**config.mk**
```make
export PLATFORM = sky130hd
export DESIGN_NAME = if_stage
export DESIGN_NICKNAME = d
export VERILOG_FILES = /design/src/rtl/if_stage_pkg.sv /design/src/rtl/pc_reg.sv /design/src/rtl/if_stage.sv
export SDC_FILE = /design/constraint.sdc
export NUM_CORES = 1
export LEC_CHECK = 0
export ABC_CLOCK_PERIOD_IN_PS = 4900
export BUFFER_PORTS_ARGS = -buffer_cell sky130_fd_sc_hd__buf_2
export CORE_MARGIN = 4
export CORE_UTILIZATION = 54
export CTS_CLUSTER_SIZE = 16
export DETAILED_ROUTE_END_ITERATION = 8
export PLACE_DENSITY = 0.95
export SYNTH_ARGS = -nofsm -noshare
export SYNTH_HDL_FRONTEND = slang
export SYNTH_SLANG_ARGS = --single-unit
```
**constraint.sdc**
```tcl
create_clock -name clk -period 4.9 [get_ports clk]
set_clock_uncertainty 0.15 [all_clocks]
set_input_delay 0.735 -clock clk [delete_from_list [all_inputs] [get_ports clk]]
set_output_delay 0.735 -clock clk [all_outputs]
set_load 0.02 [all_outputs]
```
**src/rtl/if_stage_pkg.sv**
```systemverilog
//------------------------------------------------------------------------------
// Module : if_stage_pkg
// Brief  : Shared pipeline constants and fetch-FSM state encoding.
// Rev    : 1.0
//------------------------------------------------------------------------------
`default_nettype none

package if_stage_pkg;

   localparam logic [31:0] c_RESET_PC = 32'h0000_0000;
   localparam logic [31:0] c_NOP      = 32'h0000_0013;

   typedef enum logic [1:0] {
      ST_BOOT = 2'd0,
      ST_RUN  = 2'd1,
      ST_HOLD = 2'd2
   } if_state_e;

endpackage

`default_nettype wire

```
**src/rtl/pc_reg.sv**
```systemverilog
//------------------------------------------------------------------------------
// Module : pc_reg
// Brief  : Fetch program counter with redirect / hold / increment next-PC mux.
// Rev    : 1.0
//------------------------------------------------------------------------------
`default_nettype none

module pc_reg
   import if_stage_pkg::*;
#(
   parameter logic [31:0] RESET_PC = c_RESET_PC
) (
   input  logic        clk,
   input  logic        rst_n,
   input  logic        redirect,
   input  logic        hold,
   input  logic [31:0] redirect_pc,
   output logic [31:0] pc,
   output logic [31:0] pc_plus4
);

   localparam logic [31:0] c_ALIGN_MASK = 32'hFFFF_FFFC;

   logic [31:0] r_pc;
   logic [31:0] w_pc_next;

   assign pc_plus4 = r_pc + 32'd4;

   always_comb begin
      w_pc_next = pc_plus4;
      if (redirect)
         w_pc_next = redirect_pc & c_ALIGN_MASK;
      else if (hold)
         w_pc_next = r_pc;
   end

   always_ff @(posedge clk or negedge rst_n) begin
      if (!rst_n)
         r_pc <= RESET_PC;
      else
         r_pc <= w_pc_next;
   end

   assign pc = r_pc;

endmodule

`default_nettype wire

```
**src/rtl/if_stage.sv**
```systemverilog
//------------------------------------------------------------------------------
// Module : if_stage
// Brief  : Instruction fetch stage: PC, IF/ID register, fetch FSM and counter.
// Rev    : 1.0
//------------------------------------------------------------------------------
`default_nettype none

module if_stage
   import if_stage_pkg::*;
#(
   parameter logic [31:0] RESET_PC = c_RESET_PC,
   parameter logic [31:0] NOP      = c_NOP
) (
   input  logic        clk,
   input  logic        rst_n,
   input  logic        stall,
   input  logic        redirect,
   input  logic [31:0] redirect_pc,
   input  logic [31:0] inst_i,
   output logic [13:0] irom_addr_o,
   output logic [31:0] pc_o,
   output logic [31:0] id_inst_o,
   output logic [31:0] id_pc_o,
   output logic [31:0] id_pc4_o,
   output logic        id_valid_o,
   output logic        flush_o,
   output logic [31:0] fetch_cnt_o
);

   if_state_e   r_state;
   if_state_e   w_state_next;
   logic        w_boot;
   logic        w_capture;
   logic [31:0] w_pc_plus4;
   logic [31:0] r_id_inst;
   logic [31:0] r_id_pc;
   logic [31:0] r_id_pc4;
   logic        r_id_valid;
   logic [31:0] r_fetch_cnt;

   assign w_boot    = (r_state == ST_BOOT);
   assign w_capture = !redirect && !stall && !w_boot;

   // The PC must not advance in BOOT, otherwise the RESET_PC instruction is skipped.
   pc_reg #(
      .RESET_PC (RESET_PC)
   ) u_pc_reg (
      .clk         (clk),
      .rst_n       (rst_n),
      .redirect    (redirect),
      .hold        (stall || w_boot),
      .redirect_pc (redirect_pc),
      .pc          (pc_o),
      .pc_plus4    (w_pc_plus4)
   );

   always_comb begin
      w_state_next = r_state;
      case (r_state)
         ST_BOOT: w_state_next = (stall && !redirect) ? ST_HOLD : ST_RUN;
         ST_RUN:  w_state_next = (stall && !redirect) ? ST_HOLD : ST_RUN;
         ST_HOLD: w_state_next = (!stall || redirect) ? ST_RUN  : ST_HOLD;
         default: w_state_next = ST_BOOT;
      endcase
   end

   always_ff @(posedge clk or negedge rst_n) begin
      if (!rst_n)
         r_state <= ST_BOOT;
      else
         r_state <= w_state_next;
   end

   always_ff @(posedge clk or negedge rst_n) begin
      if (!rst_n) begin
         r_id_inst  <= NOP;
         r_id_pc    <= 32'd0;
         r_id_pc4   <= 32'd0;
         r_id_valid <= 1'b0;
      end else if (redirect) begin
         r_id_inst  <= NOP;
         r_id_pc    <= 32'd0;
         r_id_pc4   <= 32'd0;
         r_id_valid <= 1'b0;
      end else if (stall) begin
         r_id_inst  <= r_id_inst;
         r_id_pc    <= r_id_pc;
         r_id_pc4   <= r_id_pc4;
         r_id_valid <= r_id_valid;
      end else if (w_boot) begin
         r_id_inst  <= NOP;
         r_id_pc    <= 32'd0;
         r_id_pc4   <= 32'd0;
         r_id_valid <= 1'b0;
      end else begin
         r_id_inst  <= inst_i;
         r_id_pc    <= pc_o;
         r_id_pc4   <= w_pc_plus4;
         r_id_valid <= 1'b1;
      end
   end

   always_ff @(posedge clk or negedge rst_n) begin
      if (!rst_n)
         r_fetch_cnt <= 32'd0;
      else if (w_capture)
         r_fetch_cnt <= r_fetch_cnt + 32'd1;
   end

   assign irom_addr_o = pc_o[15:2];
   assign flush_o     = redirect;
   assign id_inst_o   = r_id_inst;
   assign id_pc_o     = r_id_pc;
   assign id_pc4_o    = r_id_pc4;
   assign id_valid_o  = r_id_valid;
   assign fetch_cnt_o = r_fetch_cnt;

endmodule

`default_nettype wire

```
* Yosys cells after proc, flatten, opt, wreduce, memory -nomap -nowiden
Cells that the tools add are included.
** Word-level totals
- Bits of input ports :: 68
- Register bits :: 163
** Cells by class
- Multiplexer cells :: 17
- Equality and inequality tests :: 4
- Add/subtract/negate cells :: 2
- Reductions and logical operators :: 10
** Operators by type and width (count)
- two-way mux 32 bit :: 11
- adder 32 x 1 -> 32 bit, second input constant :: 1
- adder 32 x 3 -> 32 bit, second input constant :: 1
- two-way mux 2 bit :: 2
- one-hot mux 2 bit (2 select lines) :: 1
- logical AND 1 bit :: 3
- logical NOT 1 bit :: 3
- two-way mux 1 bit :: 3
- == test 2 x 1 -> 1 bit, second input constant :: 1
- == test 2 bit, second input constant :: 1
- logical NOT 2 bit :: 1
- logical OR 1 bit :: 2
- inequality test 2 x 1 -> 1 bit, second input constant :: 1
- inequality test 2 bit, second input constant :: 1
- OR reduction 2 bit :: 1

* Longest topological paths before layout
- Depth in word-level cells :: 4
- Depth in mapped cells :: 7
- Gate-level depth less buffers :: 6

* Cells and area by module
Synthesis repeated with hierarchy kept, for this count alone.
** Second synthesis, totals
- Cell total of the unflattened synthesis :: 650
- Area total of the unflattened synthesis :: 7264.5 sq um
** Modules (own cells, without submodules)
- if_stage :: cells each 362, seq. area each 3281.9 sq um, area each 4981.0 sq um, instances 1
- pc_reg :: cells each 288, seq. area each 750.7 sq um, area each 2283.4 sq um, instances 1

* Least setup slack after synthesis
Ideal clock, no wire load.
- Kind :: in2reg
- From :: input redirect
- To :: register r_fetch_cnt[31] (netlist: fetch_cnt_o[31])
- Setup time :: 79 ps
- Slack :: 2490 ps
- Stages :: 7
- Data arrival time :: 2181 ps
- Cell sequence :: clkbuf_1 > and3b_1 > nand4_1 > or4_1 > clkbuf_1 > nor2_1 > xor2_1
** On the way
- Word-level cells in the longest chain between the ends :: 3
** Ends and longest elaborated chain
- from (decl) :: line if_stage.sv:17 : input logic redirect,
- logical NOT 1 bit :: line if_stage.sv:42 : assign w_capture = !redirect && !stall && !w_boot;
- logical AND 1 bit (2 in series) :: line if_stage.sv:42
- to (signal assigned) :: line if_stage.sv:107 : r_fetch_cnt <= r_fetch_cnt + 32'd1;
- to (decl) :: line if_stage.sv:39 : logic [31:0] r_fetch_cnt;
Every way passes these cells.
A chain may end at the register's enable or synchronous reset.

* Final worst setup path
- From :: register u_pc_reg.r_pc[15] (netlist: u_pc_reg.pc[15])
- To :: register r_id_pc4[24] (netlist: id_pc4_o[24])
** On the way
- Word-level cells in the longest chain between the ends :: 4
** Ends and longest elaborated chain
- from (decl) :: line pc_reg.sv:24 : logic [31:0] r_pc;
- from (signal assigned) :: line pc_reg.sv:41 : r_pc <= w_pc_next;
- adder 32 x 3 -> 32 bit :: line pc_reg.sv:27 : assign pc_plus4 = r_pc + 32'd4;
- two-way mux 32 bit :: line if_stage.sv:90 : end else if (w_boot) begin
- two-way mux 32 bit :: line if_stage.sv:85 : end else if (stall) begin
- two-way mux 32 bit :: line if_stage.sv:80 : end else if (redirect) begin
- to (signal assigned) :: line if_stage.sv:88 : r_id_pc4 <= r_id_pc4;
- to (signal assigned) :: line if_stage.sv:98 : r_id_pc4 <= w_pc_plus4;
- to (decl) :: line if_stage.sv:37 : logic [31:0] r_id_pc4;
Every way passes these cells. The select of a mux whose other input is x is not followed.

==> out/metrics.cfg <==
[timing]
final.min_clock_period_ns = 2.973
relSlewSlack = 0.3919
fmax_mhz = 336.3
maxSlewViolCount = 0
setup_ws_ns = 1.927
setup_viol = 0
rsz0062_at_grt = false
fin_setup_tns_ns = 0
post-route-period-util = 0.6068
worstMarginPinSlew_ns = 0.9038
hold_viol = 0

[global_route]
track_usage = 0.2536
grt_pass1_vias = 5810
overflow = 0
antenna_found_initial = 0
grt_pass1_wl_mm = 30.06
grt_max_degree = 93

[floorplanning]
dieArea_sq_um = 15130
num_rows = 41
fp.dieH_um = 123.0
initial_core_util = 0.5590
fp.dieW_um = 123.0
ioPinCount = 244
coreArea_sq_um = 12770

[outcome]
status = complete, no violations

[detailed_routing]
routed_wl_mm = 19.21
via_per_inst = 5.663
drtIter0Drc = 569
dr.pass1.iters = 5
via_count = 5941
wl_per_cell_um = 18.31
drc = 0
postRouteAntennaNets = 0

[finish]
stdcell_count = 1049
syn_to_final_growth_pct = 25.14
nNetsFinal = 934
fin_util = 0.6996
regArea_sq_um = 3958
fillers = 934
drive_gt1_frac = 0.3421
multiInputGateArea_sq_um = 2843
antennaDiodeCount = 0

[critical_path]
critical_path_peak_fanout = 15
critPathArrivalTime_ns = 3.11
end_kind = register
cp-start-kind = register
worstSetupPathType = reg2reg
cp.required_ns = 5.04

[logic_synthesis]
synth.most_common_cell = dfrtp_1
avgSynthCellArea_sq_um = 10.74
yosysTopAreaCell = dfrtp_1
yosysUniqueCellTypes = 45
syn_inst = 665
ys_warn_count = 0
yosys-top-cells-count = 155 x dfrtp_1, 96 x nand2_1, 59 x a22o_1, 58 x xnor2_1, 38 x o21ai_0
yosys-top-cells-area = dfrtp_1 54%, a22o_1 7.2%, xnor2_1 7.1%
ys_ff_latch = 158
synth_edf_count = 0
syn-cell-area_sq_um = 7141
ys_seq_area_frac = 0.5542
yosysTopAreaCellShare = 0.5432
synth-main-ff-cell = dfrtp_1
synthArstFlopShare = 1.000

[placement]
io_buffers = 239
place_hpwl_mm = 13.41
place_congestion = 0.8457
place_inst = 1017
place_ws_ns = 1.983

[job]
max_cap_violations = 0

[clock_tree]
clock_sinks = 158
tritoncts = done
clk_pin_slew_worst_paths_ns = 0.06
cts_setup_buffers = 0
clockBufferDepth = 2
cts-root-buf = clkbuf_16
clk_latency_ns = 0.41
cts_max_level = 4
hold_buffers = 0
cts_inserted_buffers = 17
post_cts_resized = 0

[pwr]
ir_drop_v = 0.0001699
powerDensity_nw_per_um2 = 385.8
p_leak_uw = 0.004457
p_total_uw = 3447

[worst_hold_path]
hold_path.class = in2async

## critical path, stage by stage, from the launching register on
cell	delay, ns
dfrtp_1	0.55
nand4_1	0.72
or4b_1	0.86
nor3_1	0.31
xnor2_1	0.17
o21ai_1	0.08
## final cells by class
class / instances / share of cell area
sequential: 158 / 0.4429
multi-input combinational: 437 / 0.3181
timing repair buffer: 247 / 0.1413
clock buffer: 19 / 0.04845
tap: 172 / 0.02408
clock inverter: 13 / 0.02394
inverter: 3 / 0.001260
## cell families (layout without fill, tap and decap cells)
logic type	Yosys count	in the layout	synth area share
xor gates and xnor gates	88	88	0.1079
AOI/OAI and AO/OA	124	124	0.1206
adders and majority gates	2	2	0.003504
buffers and inverters	71	282	0.05081
DFF	158	158	0.5542
muxes	3	3	0.004556
other	1	2	0.0005252
and+or+nand+nor	218	218	0.1579
## power breakdown
group | total, uW | switching, uW | leakage (uW) | internal, uW
Sequential | 1510 | 112 | 0.00209 | 1390
Combinational | 500 | 322 | 0.00205 | 178
Clock | 1440 | 532 | 0.000313 | 909
Total | 3450 | 966 | 0.00446 | 2480
## through the flow
| stage | hold WS, ns | cell area [sq um] |
|---|---|---|
| after global routing | 0.2802 | 8936 |
| after CTS | 0.2640 | 8936 |
| after global placement | 0.3038 | 8289 |
| after floorplan | 0.2894 | 7144 |
| after detailed placement | 0.3144 | 8289 |
| final | 0.2265 | 8936 |
## layout by cell type (no fill, tap or decap), types with 8 or more instances in the layout
cell	count
nand3_1	22
dfrtp_1	155
xor2_1	30
nand2_1	96
a22o_1	59
nand4_1	18
clkbuf_16	17
nor2_1	21
o21ai_0	38
nor3_1	16
xnor2_1	58
nor4_1	8
buf_4	8
o21ai_1	20
buf_2	238
## worst paths after layout
kind	from	to	slack, ns	cells after the start
setup / recovery	u_pc_reg.pc[15]	id_pc4_o[24]	1.93	5
min in group clk	id_pc4_o[8]	id_pc4_o[8]	0.32	2
setup reg to reg	u_pc_reg.pc[15]	id_pc4_o[24]	1.93	5
hold / removal	rst_n	fetch_cnt_o[7]	0.23	1
hold reg to reg	id_pc4_o[8]	id_pc4_o[8]	0.32	2
max in group asynchronous	rst_n	id_inst_o[4]	3.28	2
## per-layer routing
| layer | global-route usage | part of all wire | vias up |
|---|---|---|---|
| met5 | 0 | 0 | - |
| met4 | 0.09689 | 0.019 | 0 |
| met3 | 0.06359 | 0.082 | 38 |
| met2 | 0.4206 | 0.50 | 280 |
| met1 | 0.3223 | 0.40 | 2940 |
| li1 | - | - | 2683 |
Note: power is estimated with default switching activity, not from simulation.
